$ cat config.mk
export PLATFORM = sky130hd
export DESIGN_NAME = sweep_ctrl
export DESIGN_NICKNAME = d
export VERILOG_FILES = /design/src/rtl/sweep_ctrl.sv
export SDC_FILE = /design/constraint.sdc
export NUM_CORES = 1
export LEC_CHECK = 0
export CORE_MARGIN = 4
export CORE_UTILIZATION = 58
export CTS_BUF_LIST = sky130_fd_sc_hd__clkbuf_16
export CTS_CLUSTER_SIZE = 20
export DETAILED_ROUTE_END_ITERATION = 16
export DONT_BUFFER_PORTS = 1
export GPL_TIMING_DRIVEN = 0
export PLACE_DENSITY_LB_ADDON = 0.08
export RECOVER_POWER = 100
export SLEW_MARGIN = 30
export SYNTH_ARGS = -nofsm -noshare
export SYNTH_HDL_FRONTEND = slang
export SYNTH_SLANG_ARGS = --single-unit
$ cat constraint.sdc
create_clock -name clk -period 5.9 [get_ports clk]
set_clock_uncertainty 0.2 [all_clocks]
set_input_delay 1.18 -clock clk [delete_from_list [all_inputs] [get_ports clk]]
set_output_delay 1.18 -clock clk [all_outputs]
set_load 0.02 [all_outputs]
$ cat src/rtl/sweep_ctrl.sv
// Frequency sweep controller. It steps a frequency word from start_freq
// toward stop_freq. Each point is held for dwell+1 enabled cycles. The
// sweep runs as a single ramp, a sawtooth or a triangle. Each frequency
// write raises the load strobe for the sine generator.
module sweep_ctrl #(
    parameter int FREQ_WL  = 8,
    parameter int DWELL_WL = 16
) (
    input  logic                clk,
    input  logic                reset,
    input  logic                en,
    input  logic                start,
    input  logic                stop,
    input  logic [FREQ_WL-1:0]  start_freq,
    input  logic [FREQ_WL-1:0]  stop_freq,
    input  logic [FREQ_WL-1:0]  step,
    input  logic [DWELL_WL-1:0] dwell,
    input  logic [1:0]          mode,
    output logic [FREQ_WL-1:0]  freq,
    output logic                load,
    output logic                busy,
    output logic                done
);

    typedef enum logic [1:0] {IDLE, UP, DOWN} state_t;

    state_t                state;
    logic [DWELL_WL-1:0]   cnt;

    // Sweep settings captured at the start edge, so that later input changes
    // do not disturb a running sweep.
    logic [FREQ_WL-1:0]    sh_start;
    logic [FREQ_WL-1:0]    sh_stop;
    logic [FREQ_WL-1:0]    sh_step;
    logic [DWELL_WL-1:0]   sh_dwell;
    logic [1:0]            sh_mode;

    // This add is one bit wider than the frequency word, so it cannot wrap.
    // The result is clamped to hi.
    function automatic logic [FREQ_WL-1:0] sat_add(input logic [FREQ_WL-1:0] f,
                                                   input logic [FREQ_WL-1:0] s,
                                                   input logic [FREQ_WL-1:0] hi);
        logic [FREQ_WL:0] sum;
        sum = {1'b0, f} + {1'b0, s};
        if (sum > {1'b0, hi})
            return hi;
        return sum[FREQ_WL-1:0];
    endfunction

    // This subtract cannot underflow. It compares against lo+s at full
    // width and clamps the result to lo.
    function automatic logic [FREQ_WL-1:0] sat_sub(input logic [FREQ_WL-1:0] f,
                                                   input logic [FREQ_WL-1:0] s,
                                                   input logic [FREQ_WL-1:0] lo);
        logic [FREQ_WL:0] floor_sum;
        floor_sum = {1'b0, lo} + {1'b0, s};
        if ({1'b0, f} < floor_sum)
            return lo;
        return f - s;
    endfunction

    // Capture the sweep settings at the start edge. A step of zero is
    // stored as one so that the sweep always makes progress.
    always_ff @(posedge clk) begin
        if (state == IDLE && start && !stop) begin
            sh_start <= start_freq;
            sh_stop  <= stop_freq;
            sh_step  <= (step == '0) ? FREQ_WL'(1) : step;
            sh_dwell <= dwell;
            sh_mode  <= mode;
        end
    end

    // Sweep state machine. Every output is registered.
    always_ff @(posedge clk or posedge reset) begin
        if (reset) begin
            state <= IDLE;
            cnt   <= '0;
            freq  <= '0;
            load  <= 1'b0;
            busy  <= 1'b0;
            done  <= 1'b0;
        end else begin
            load <= 1'b0;
            done <= 1'b0;
            case (state)
                IDLE: begin
                    if (start && !stop) begin
                        freq  <= start_freq;
                        load  <= 1'b1;
                        cnt   <= dwell;
                        state <= UP;
                        busy  <= 1'b1;
                    end
                end
                UP: begin
                    if (stop) begin
                        state <= IDLE;
                        busy  <= 1'b0;
                    end else if (en) begin
                        if (cnt != '0) begin
                            cnt <= cnt - DWELL_WL'(1);
                        end else begin
                            cnt <= sh_dwell;
                            if (freq < sh_stop) begin
                                freq <= sat_add(freq, sh_step, sh_stop);
                                load <= 1'b1;
                            end else begin
                                case (sh_mode)
                                    2'b01: begin
                                        freq <= sh_start;
                                        load <= 1'b1;
                                    end
                                    2'b10: begin
                                        load <= 1'b1;
                                        // With no span to descend, the
                                        // triangle reduces to reloading start.
                                        if (sh_start >= sh_stop) begin
                                            freq <= sh_start;
                                        end else begin
                                            freq  <= sat_sub(freq, sh_step, sh_start);
                                            state <= DOWN;
                                        end
                                    end
                                    default: begin
                                        state <= IDLE;
                                        busy  <= 1'b0;
                                        done  <= 1'b1;
                                    end
                                endcase
                            end
                        end
                    end
                end
                DOWN: begin
                    if (stop) begin
                        state <= IDLE;
                        busy  <= 1'b0;
                    end else if (en) begin
                        if (cnt != '0) begin
                            cnt <= cnt - DWELL_WL'(1);
                        end else begin
                            cnt  <= sh_dwell;
                            load <= 1'b1;
                            if (freq > sh_start) begin
                                freq <= sat_sub(freq, sh_step, sh_start);
                            end else begin
                                freq  <= sat_add(freq, sh_step, sh_stop);
                                state <= UP;
                            end
                        end
                    end
                end
                default: begin
                    state <= IDLE;
                    busy  <= 1'b0;
                end
            endcase
        end
    end

endmodule

==> results of run 1 <==
cell usage after synthesis (4+ instances only):
master	n	area, µm²
dfrtp_1	29	725.7
nor2_1	61	229.0
a31oi_1	5	31.28
ha_1	69	863.3
a221oi_1	6	52.55
nor3_1	8	40.04
mux2_2	8	90.09
clkbuf_1	14	52.55
xor2_1	12	105.1
or3_1	4	25.02
nand3_1	7	35.03
o21bai_1	4	30.03
mux2i_1	17	170.2
edfxtp_1	42	1261
a21oi_1	60	300.3
o21ai_0	25	125.1
a22oi_1	5	37.54
nand2_1	29	108.9
o22ai_1	4	25.02
o21a_1	6	45.04
nor4_1	4	25.02
a21o_1	5	37.54
nor2b_1	9	56.30
xnor2_1	16	140.1
inv_1	51	191.4
nand2b_1	6	37.54
o211ai_1	6	45.04
power groups by stage:
stage	registers, mW	logic [mW]	clock network, mW
floorplan	0.819	1.29	0
global placement	0.896	1.58	0
detailed placement	0.896	1.64	0
CTS	0.889	1.66	0.557
global route	0.904	1.85	0.578
finish	0.887	1.66	0.550
routing by layer:
| layer | part of all wire [%] | vias up | global-route usage, % | wire [µm] |
|---|---|---|---|---|
| met2 | 50 | 135 | 44.99 | 7068 |
| met4 | 2.2 | 0 | 9.841 | 309 |
| li1 | - | 2112 | - | - |
| met1 | 42 | 2095 | 33.03 | 5912 |
| met3 | 5.2 | 26 | 4.042 | 725 |
| met5 | 0 | - | 0 | 0 |
cell families after synthesis:
family	synth area share, %
compound gates	19.65
xor+xnor	4.467
fa+ha+maj	16.82
buf+inv	5.629
flops	36.19
mux	4.740
simple gates	12.51
cell type report:
cell class,count,area (µm²)
Fill cell,767,3302
Multi-Input combinational cell,430,3179
Sequential cell,71,1987
Clock buffer,9,225.2
Inverter,51,191.4
Tap cell,129,161.4
Buffer,21,117.6
Clock inverter,7,72.57
Timing Repair Buffer,1,3.754
worst paths after layout:
kind / endpoint / cells past startpoint
setup / recovery: freq[5] / 17
max in group asynchronous: cnt[7] / 1
min in group asynchronous: busy / 1
setup reg to reg: freq[5] / 17
hold / removal: cnt[13] / 1
hold reg to reg: cnt[13] / 1
sequential cells by signal (all words and copies together) (netlist names):
| name | cells |
|---|---|
| busy | 1 |
| cnt | 16 |
| done | 1 |
| freq | 8 |
| load | 1 |
| sh_dwell | 16 |
| sh_mode | 2 |
| sh_start | 8 |
| sh_step | 8 |
| sh_stop | 8 |
| state | 2 |
stage by stage:
stage	setup WS [ps]	total power, mW
after detailed placement	1039	2.537
after global routing	438.6	3.331
after CTS	1009	3.103
after floorplan	1619	2.114
after global placement	1076	2.476
final	772.6	3.092
==> flow_metrics.py, run 1 <==
metrics = {
    "outcome": {
        "status": "finished, violations left",
        "violations": "capacitance limit, slew limit",
    },
    "power": {
        "seqPwrFrac_pct": 28.7,
        "pwr-share-comb_pct": 53.5,
        "sw_frac_of_total_pct": 44.59,
        "ir_worst_vdd_uv": 249.0,
        "p_switching_mw": 1.379,
        "internal-power_mw": 1.713,
        "power.density_nw_per_um2": 520.8,
        "p_clk_share_pct": 17.8,
        "p_leak_nw": 2.459,
    },
    "worst_setup_path": {
        "arrival_ps": 5140,
        "crit_path_top_delay_cell": "a211oi_1",
        "crit_required_ps": 5910,
        "r2r_slack_ps": 770,
        "crit_fanout": 9,
        "start_kind": "flop",
        "r2r_start": "sh_start[1]",
        "startpoint": "sh_start[1]",
        "crit_path_frequent_cell": "a21oi_1",
        "critPathKind": "reg2reg",
        "critPathTopFamily": "compound AO/OA/AOI/OAI gates",
        "slowest_delay_ps": 1130,
        "cp_num_buf_inv": 1,
        "end_kind": "flop",
        "crit_chain": "ha_1 > a21o_1 > a21oi_1 > o21bai_1 > a21oi_1 > o21bai_1 > a21oi_1 > xor2_1 > ha_1 > o21a_1 > o21ai_0 > a211oi_1 > and3_1 > clkbuf_2 > mux2_2 > a221oi_1 > a21oi_1",
    },
    "sta": {
        "maxSlewHeadroom_pct": -9.539,
        "fin_crit_ps": 5127,
        "rsz0062_at_grt": "false",
        "max_freq_mhz": 195.0,
        "fin_tns_setup_ps": 0,
        "post-route-period-util_pct": 86.90,
        "hold_ws_ps": 366.0,
        "slew_violations": 29,
        "setup_viol": 0,
        "worstMarginPinSlew_ps": 1643,
        "finalHoldViolations": 0,
    },
    "final_layout": {
        "area_growth_pct": 8.159,
        "nets": 704,
        "layout_common_cells": "ha_1, nor2_1, a21oi_1, inv_1, edfxtp_1",
        "final_common_cell": "ha_1",
        "finalInstanceArea_um2": 5938,
        "drive_gt1_share_pct": 7.288,
        "fin_util_pct": 64.27,
        "diodes": 0,
        "final_cells": 719,
    },
    "detailed_routing": {
        "drt_iter0_markers": 289,
        "viasPerCell": 6.075,
        "drc": 0,
        "vias": 4368,
        "dr.pass1.iters": 5,
        "wirelength_um": 14020,
        "drt-wirelength-per-cell_um": 19.49,
        "antenna_left": 0,
    },
    "die": {
        "die_x_um": 105.3,
        "start_util_pct": 59.42,
        "rows": 35,
        "ios": 58,
        "core_area_um2": 9240,
        "dieArea_um2": 11090,
        "die_h_um": 105.3,
    },
    "clock_network": {
        "post_cts_buffers": 0,
        "cts_buffer_depth": 2,
        "cts_sinks": 71,
        "cts_tree": "done",
        "path_clk_slew_ps": 60,
        "numCtsBuffers": 9,
        "cts.repair.resized": 0,
        "worst_skew_pair.late_latency_ps": 340,
        "cts_max_level": 3,
        "cts_hold_repair.buffers": 0,
        "clock-root-buffer": "clkbuf_16",
    },
    "global_routing": {
        "grt_usage_pct": 26.11,
        "grt_start_max_net_pins": 30,
        "first_global_vias": 4424,
        "antenna_found_initial": 0,
        "grt_pass1_wl_um": 22690,
        "overflow": 0,
    },
    "job": {
        "drv_cap": 1,
    },
    "hold_path": {
        "hold_path.class": "reg2reg",
        "min_from": "cnt[13]",
    },
    "yosys": {
        "synth-async-reset-ratio_pct": 40.85,
        "ys_seq_area_share_pct": 36.19,
        "synth_area_per_cell_um2": 9.582,
        "ys_warn_count": 0,
        "synth.distinct_cells": 69,
        "ys_ff_latch": 71,
        "postSynthCellCount": 573,
        "synth_area_um2": 5490,
        "ys.flop_type": "edfxtp_1",
        "synth_edf_count": 42,
        "syn_nets": 692,
    },
    "placement": {
        "dpl.cell_count": 703,
        "gp_congestion": 0.8824,
        "dpl_cell_area_um2": 5672,
        "port_buffers": 0,
        "dp_hpwl_um": 10590,
    },
}
No activity file was read; power rests on OpenSTA's default activity.
==> run 2, diff against run 1 <==
--- a/config.mk
+++ b/config.mk
@@ -12,7 +12,7 @@
 export DETAILED_ROUTE_END_ITERATION = 16
 export DONT_BUFFER_PORTS = 1
 export GPL_TIMING_DRIVEN = 0
-export PLACE_DENSITY_LB_ADDON = 0.08
+export PLACE_DENSITY = 0.74
 export RECOVER_POWER = 100
 export SLEW_MARGIN = 30
 export SYNTH_ARGS = -nofsm -noshare
==> run 2 against run 1 <==
  * The run still ends with capacitance limit, slew limit left
  * Total power is 0.66% lower
  * Critical path depth is 2 lower
  * Non-clock buffer count stayed put
  * Count of clock-buffer cells in the layout is 1 higher
  * Worst hold slack worse by 5.0 ps
  * Combinational power is 2% lower
  * Wire length is 2.7% lower
  * Core utilization hardly changed
  * Clock power is 2% higher
  * Sequential cell count stayed put
  * Critical path type unchanged
  * Largest cell class unchanged
  * Highest routed layer unchanged
==> flow_metrics.py, run 2 (same netlist as run 1, synthesis figures left out) <==
metrics = {
    "clock_network": {
        "clock-root-buffer": "clkbuf_16",
        "post_cts_buffers": 0,
        "cts_tree": "done",
        "worst_skew_pair.late_latency_ps": 340,
        "path_clk_slew_ps": 60,
        "numCtsBuffers": 9,
        "cts_hold_repair.buffers": 0,
        "cts_buffer_depth": 2,
        "cts_sinks": 71,
        "cts_max_level": 3,
        "cts.repair.resized": 0,
    },
    "worst_setup_path": {
        "crit_required_ps": 5900,
        "r2r_slack_ps": 700,
        "r2r_cells": 15,
        "end_kind": "flop",
        "arrival_ps": 5200,
        "start_kind": "flop",
        "crit_fanout": 10,
        "critPathKind": "reg2reg",
    },
    "final_layout": {
        "final_common_cell": "ha_1",
        "multi_input_comb_area_um2": 3164,
        "area_growth_pct": 8.090,
        "reg.largest.list": "cnt (16), sh_dwell (16)",
        "fillers": 774,
        "register_area_um2": 1987,
        "diodes": 0,
        "nets": 704,
        "drive_gt1_share_pct": 6.780,
        "layout_common_cells": "ha_1, nor2_1, a21oi_1, inv_1, edfxtp_1",
    },
    "global_routing": {
        "grt_pass1_wl_um": 21890,
        "first_global_vias": 4448,
        "antenna_found_initial": 0,
        "overflow": 0,
        "grt_usage_pct": 24.96,
        "grt_start_max_net_pins": 31,
    },
    "sta": {
        "setup_viol": 0,
        "maxSlewHeadroom_pct": -16.44,
        "max_freq_mhz": 192.3,
        "finalHoldViolations": 0,
        "slew_violations": 31,
        "fin_tns_setup_ps": 0,
        "setup_ws_ps": 699.3,
        "worstMarginPinSlew_ps": 1747,
        "post-route-period-util_pct": 88.15,
        "rsz0062_at_grt": "false",
        "fin_crit_ps": 5201,
    },
    "detailed_routing": {
        "drc": 0,
        "vias": 4374,
        "wirelength_um": 13640,
        "drt_iter0_markers": 273,
        "viasPerCell": 6.083,
        "antenna_left": 0,
        "drt-wirelength-per-cell_um": 18.97,
        "dr.pass1.iters": 5,
    },
    "power": {
        "pwr-share-comb_pct": 52.8,
        "internal-power_mw": 1.722,
        "p_clk_share_pct": 18.3,
        "seqPwrFrac_pct": 28.9,
        "p_leak_nw": 2.466,
        "sw_frac_of_total_pct": 43.95,
        "ir_worst_vdd_uv": 248.8,
        "p_switching_mw": 1.350,
        "power.density_nw_per_um2": 517.7,
    },
    "placement": {
        "port_buffers": 0,
        "dp_hpwl_um": 10460,
        "dp_slack_ps": 1078,
        "gp_congestion": 0.9326,
    },
    "hold_path": {
        "hold_path_depth": 1,
        "hold_path.class": "reg2reg",
    },
    "die": {
        "ios": 58,
        "start_util_pct": 59.42,
        "die_h_um": 105.3,
        "die_x_um": 105.3,
        "core_area_um2": 9240,
        "dieArea_um2": 11090,
        "rows": 35,
    },
    "job": {
        "drv_cap": 1,
    },
    "outcome": {
        "violations": "capacitance limit, slew limit",
        "status": "finished, violations left",
    },
}
==> run 2: metal layers <==
metal	up-vias	GRT usage (%)	wire, µm
met3	32	6.001	1031
met4	0	8.341	348
met5	-	0	0
met2	145	44.03	6893
met1	2096	29.74	5365
li1	2101	-	-
==> run 2: through the flow <==
| stage | power, mW | instances | hold slack [ps] | instance area [µm²] | utilization (%) |
|---|---|---|---|---|---|
| floorplan | 2.114 | 573 | 310.3 | 5490 | - |
| global placement | 2.462 | 702 | 338.9 | 5652 | 61.16 |
| detailed placement | 2.523 | 703 | 349.1 | 5672 | 61.38 |
| CTS | 3.094 | 719 | 361.6 | 5982 | 64.74 |
| global route | 3.304 | 719 | 386.8 | 5934 | 64.22 |
| finish | 3.072 | 719 | 361.1 | 5934 | 64.22 |
==> run 2: path summary, 6_finish.rpt <==
kind                          from        to
min in group asynchronous    reset  state[0]
max in group asynchronous    reset   freq[1]
setup / recovery           freq[0]   freq[1]
hold reg to reg             cnt[0]    cnt[0]
hold / removal              cnt[0]    cnt[0]
setup reg to reg           freq[0]   freq[1]
==> run 2: layout make-up <==
class	count	area share, %
multi-input cells	430	53.32
flip-flops and latches	71	33.48
clock buffers	10	4.217
inverters	51	3.226
well taps	129	2.720
plain buffers	21	1.961
clock inverters	6	1.012
repair buffers	1	0.06325
==> run 2: worst max-delay path: stages, from the launching register on <==
cell,delay [ps]
dfrtp_1,600
ha_1,250
inv_1,60
fa_1,420
nor3_1,270
nor3_1,100
xnor2_1,210
ha_1,280
and4_1,230
a221o_1,360
a221o_1,330
a2111oi_2,1050
mux2i_1,180
and2_4,210
a211oi_2,210
o22ai_1,110
==> run 2: power groups by stage <==
stage	sequential [mW]	clock (mW)	combinational, mW
4_1_cts	0.888	0.568	1.64
6_report	0.889	0.563	1.62
3_3_place_gp	0.893	0	1.57
3_5_place_dp	0.896	0	1.63
5_1_grt	0.903	0.598	1.80
2_1_floorplan	0.819	0	1.29
==> run 3, diff against run 2 <==
--- a/config.mk
+++ b/config.mk
@@ -5,6 +5,7 @@
 export SDC_FILE = /design/constraint.sdc
 export NUM_CORES = 1
 export LEC_CHECK = 0
+export ABC_AREA = 1
 export CORE_MARGIN = 4
 export CORE_UTILIZATION = 58
 export CTS_BUF_LIST = sky130_fd_sc_hd__clkbuf_16
==> run 3 against run 2 <==
  * Combinational power grew 26%
  * Via count grew 21%
  * Critical path type unchanged
  * Clock power shrank 2%
  * Critical path depth grew 9
  * The run still ends with capacitance limit, slew limit left
  * Final area grew 8.2%
  * Wire length grew 13%
  * Total power grew 13%
  * Largest cell class unchanged
  * Count of clock-buffer cells in the layout shrank 1
  * Cell count grew 31%
==> flow_metrics.py, run 3 <==
metrics = {
    "clock_network": {
        "cts_hold_repair.buffers": 0,
        "path_clk_slew_ps": 60,
        "cts.repair.resized": 0,
        "worst_skew_pair.late_latency_ps": 350,
        "cts_sinks": 71,
        "cts_tree": "done",
        "cts_buffer_depth": 2,
        "cts_max_level": 3,
        "numCtsBuffers": 9,
        "post_cts_buffers": 0,
        "clock-root-buffer": "clkbuf_16",
    },
    "yosys": {
        "synth.distinct_cells": 46,
        "synthMostInstantiatedCell": "nand2_1",
        "synth_common_cells": "nand2_1, inv_1, nand3_1",
        "yosys.area.top_type": "edfxtp_1",
        "synth.area.top_cells": "edfxtp_1, ha_1, nand2_1, dfrtp_1, nand3_1",
        "ys_warn_count": 0,
        "ys.flop_type": "edfxtp_1",
        "syn_nets": 912,
        "ys_ff_latch": 71,
        "synth_area_per_cell_um2": 7.521,
        "synth-async-reset-ratio_pct": 40.85,
        "synth_edf_count": 42,
        "ys_seq_area_share_pct": 33.31,
        "postSynthCellCount": 793,
        "synth_area_um2": 5964,
        "synth_top_area_share_pct": 21.15,
    },
    "job": {
        "drv_cap": 1,
    },
    "power": {
        "finalPower_mw": 3.469,
        "p_leak_nw": 3.164,
        "ir_worst_vdd_uv": 369.9,
        "seqPwrFrac_pct": 25.4,
        "power.density_nw_per_um2": 540.3,
        "p_clk_share_pct": 15.8,
        "p_switching_mw": 1.764,
        "sw_frac_of_total_pct": 50.84,
        "pwr-share-comb_pct": 58.8,
        "internal-power_mw": 1.705,
    },
    "placement": {
        "dp_slack_ps": 1988,
        "gp_congestion": 0.9955,
        "port_buffers": 0,
        "dp_hpwl_um": 12060,
    },
    "sta": {
        "fin_tns_setup_ps": 0,
        "finalHoldViolations": 0,
        "maxSlewHeadroom_pct": -18.01,
        "worstMarginPinSlew_ps": 1770,
        "slew_violations": 32,
        "setup_viol": 0,
        "post-route-period-util_pct": 68.79,
        "setup_ws_ps": 1842,
        "fin_crit_ps": 4058,
        "rsz0062_at_grt": "false",
        "max_freq_mhz": 246.4,
    },
    "global_routing": {
        "use_met2_pct": 45.07,
        "use_met1_pct": 36.71,
        "first_global_vias": 5287,
        "busiest_layer": "met2",
        "grt_pass1_wl_um": 25710,
        "grt_usage_pct": 27.91,
        "grt_start_max_net_pins": 32,
        "antenna_found_initial": 0,
        "gr-usage-met3_pct": 7.575,
        "overflow": 0,
    },
    "outcome": {
        "violations": "capacitance limit, slew limit",
        "status": "finished, violations left",
    },
    "final_layout": {
        "area_growth_pct": 7.636,
        "layout_common_cells": "nand2_1, inv_1, nand3_1, ha_1, a21oi_1",
        "nets": 924,
        "final_common_cell": "nand2_1",
        "diodes": 0,
        "multi_input_comb_area_um2": 3390,
        "register_area_um2": 1987,
        "drive_gt1_share_pct": 8.272,
        "reg.largest.list": "cnt (16), sh_dwell (16)",
        "fillers": 885,
    },
    "worst_setup_path": {
        "crit_required_ps": 5930,
        "critPathKind": "reg2reg",
        "arrival_ps": 4090,
        "crit_fanout": 9,
        "start_kind": "flop",
        "end_kind": "flop",
    },
    "detailed_routing": {
        "drt_iter0_markers": 378,
        "dr.pass1.iters": 6,
        "viasPerCell": 5.603,
        "antenna_left": 0,
        "drc": 0,
        "vias": 5284,
        "wirelength_um": 15440,
        "drt-wirelength-per-cell_um": 16.37,
    },
    "die": {
        "dieArea_um2": 11970,
        "core_area_um2": 9910,
        "start_util_pct": 60.19,
        "die_x_um": 109.4,
        "die_h_um": 109.4,
        "rows": 36,
        "ios": 58,
    },
    "hold_path": {
        "hold_path.class": "reg2reg",
    },
}
==> run 3: cell types whose count changed after synthesis, moves of 6 or more <==
cell,change
nor2b_1,-9
o21ai_0,-10
inv_2,+28
mux2i_1,-17
nand2b_1,-6
inv_1,+40
o21ai_1,+13
xnor2_1,-14
a221oi_1,-6
nand2_1,+169
mux2_2,-8
nand3_1,+67
nand4_1,+6
nor2_1,-16
==> run 3: worst paths after layout <==
check	startpoint	end	slack (ps)	depth (start not counted)
max	freq[1]	freq[4]	1840	24
max in group asynchronous	reset	cnt[7]	3940	1
min reg2reg	sh_dwell[1]	cnt[1]	320	2
max reg2reg	freq[1]	freq[4]	1840	24
min in group asynchronous	reset	cnt[11]	840	1
min	sh_dwell[1]	cnt[1]	320	2
==> run 3: logic make-up after synthesis <==
kind of cell,count (synthesis),share of synthesized area [%]
flip-flops,71,33.31
buffers and inverters,146,9.629
XOR/XNOR,17,2.496
AO/OA/AOI/OAI,129,13.01
AND/OR/NAND/NOR,358,26.08
adder cells (fa/ha/maj),72,15.48
==> run 3: cell type report <==
class | count | area share (%)
sequential | 71 | 30.95
multi-input combinational | 576 | 52.80
tap | 133 | 2.592
buffer | 26 | 1.910
timing repair buffer | 1 | 0.05847
clock inverter | 7 | 1.169
inverter | 120 | 7.016
clock buffer | 9 | 3.508
==> run 3: critical path, cell delays in order (launching register included) <==
cell	delay, ps
dfrtp_1	750
inv_1	140
fa_1	490
inv_1	90
nand3_1	60
nand2_1	140
xor2_1	160
inv_1	90
ha_1	290
nand2_1	100
nor2_1	70
nand2_1	60
nand3_1	70
nand2_1	60
nand2_1	40
nand2_1	210
nand2_1	240
nand2_1	140
nand3_1	90
nand2_1	100
inv_1	40
nand2_1	60
nand3_1	80
nand2_1	100
nand2_1	60
==> run 3: power groups by stage <==
stage,Clock (mW),Combinational (mW),Sequential [mW]
2_1_floorplan,0,1.58,0.817
3_3_place_gp,0,1.96,0.883
3_5_place_dp,0,2.03,0.881
4_1_cts,0.556,2.04,0.875
5_1_grt,0.576,2.35,0.895
6_report,0.549,2.04,0.881
==> run 3: metrics by stage <==
step                      utilization, %  instances  cell area [µm²]  hold slack, ps
after CTS                          65.10        943             6451           324.6
final                              64.79        943             6420           319.3
after global placement             61.87        926             6131           303.3
after detailed placement           62.07        927             6151           305.5
after global routing               64.79        943             6420           359.7
after floorplan                        -        793             5964           284.1
==> run 3: metal layers <==
metal	vias to the layer above	routed length [µm]
met1	2414	6891
met5	-	0
met3	26	1131
li1	2663	-
met2	181	7069
met4	0	345
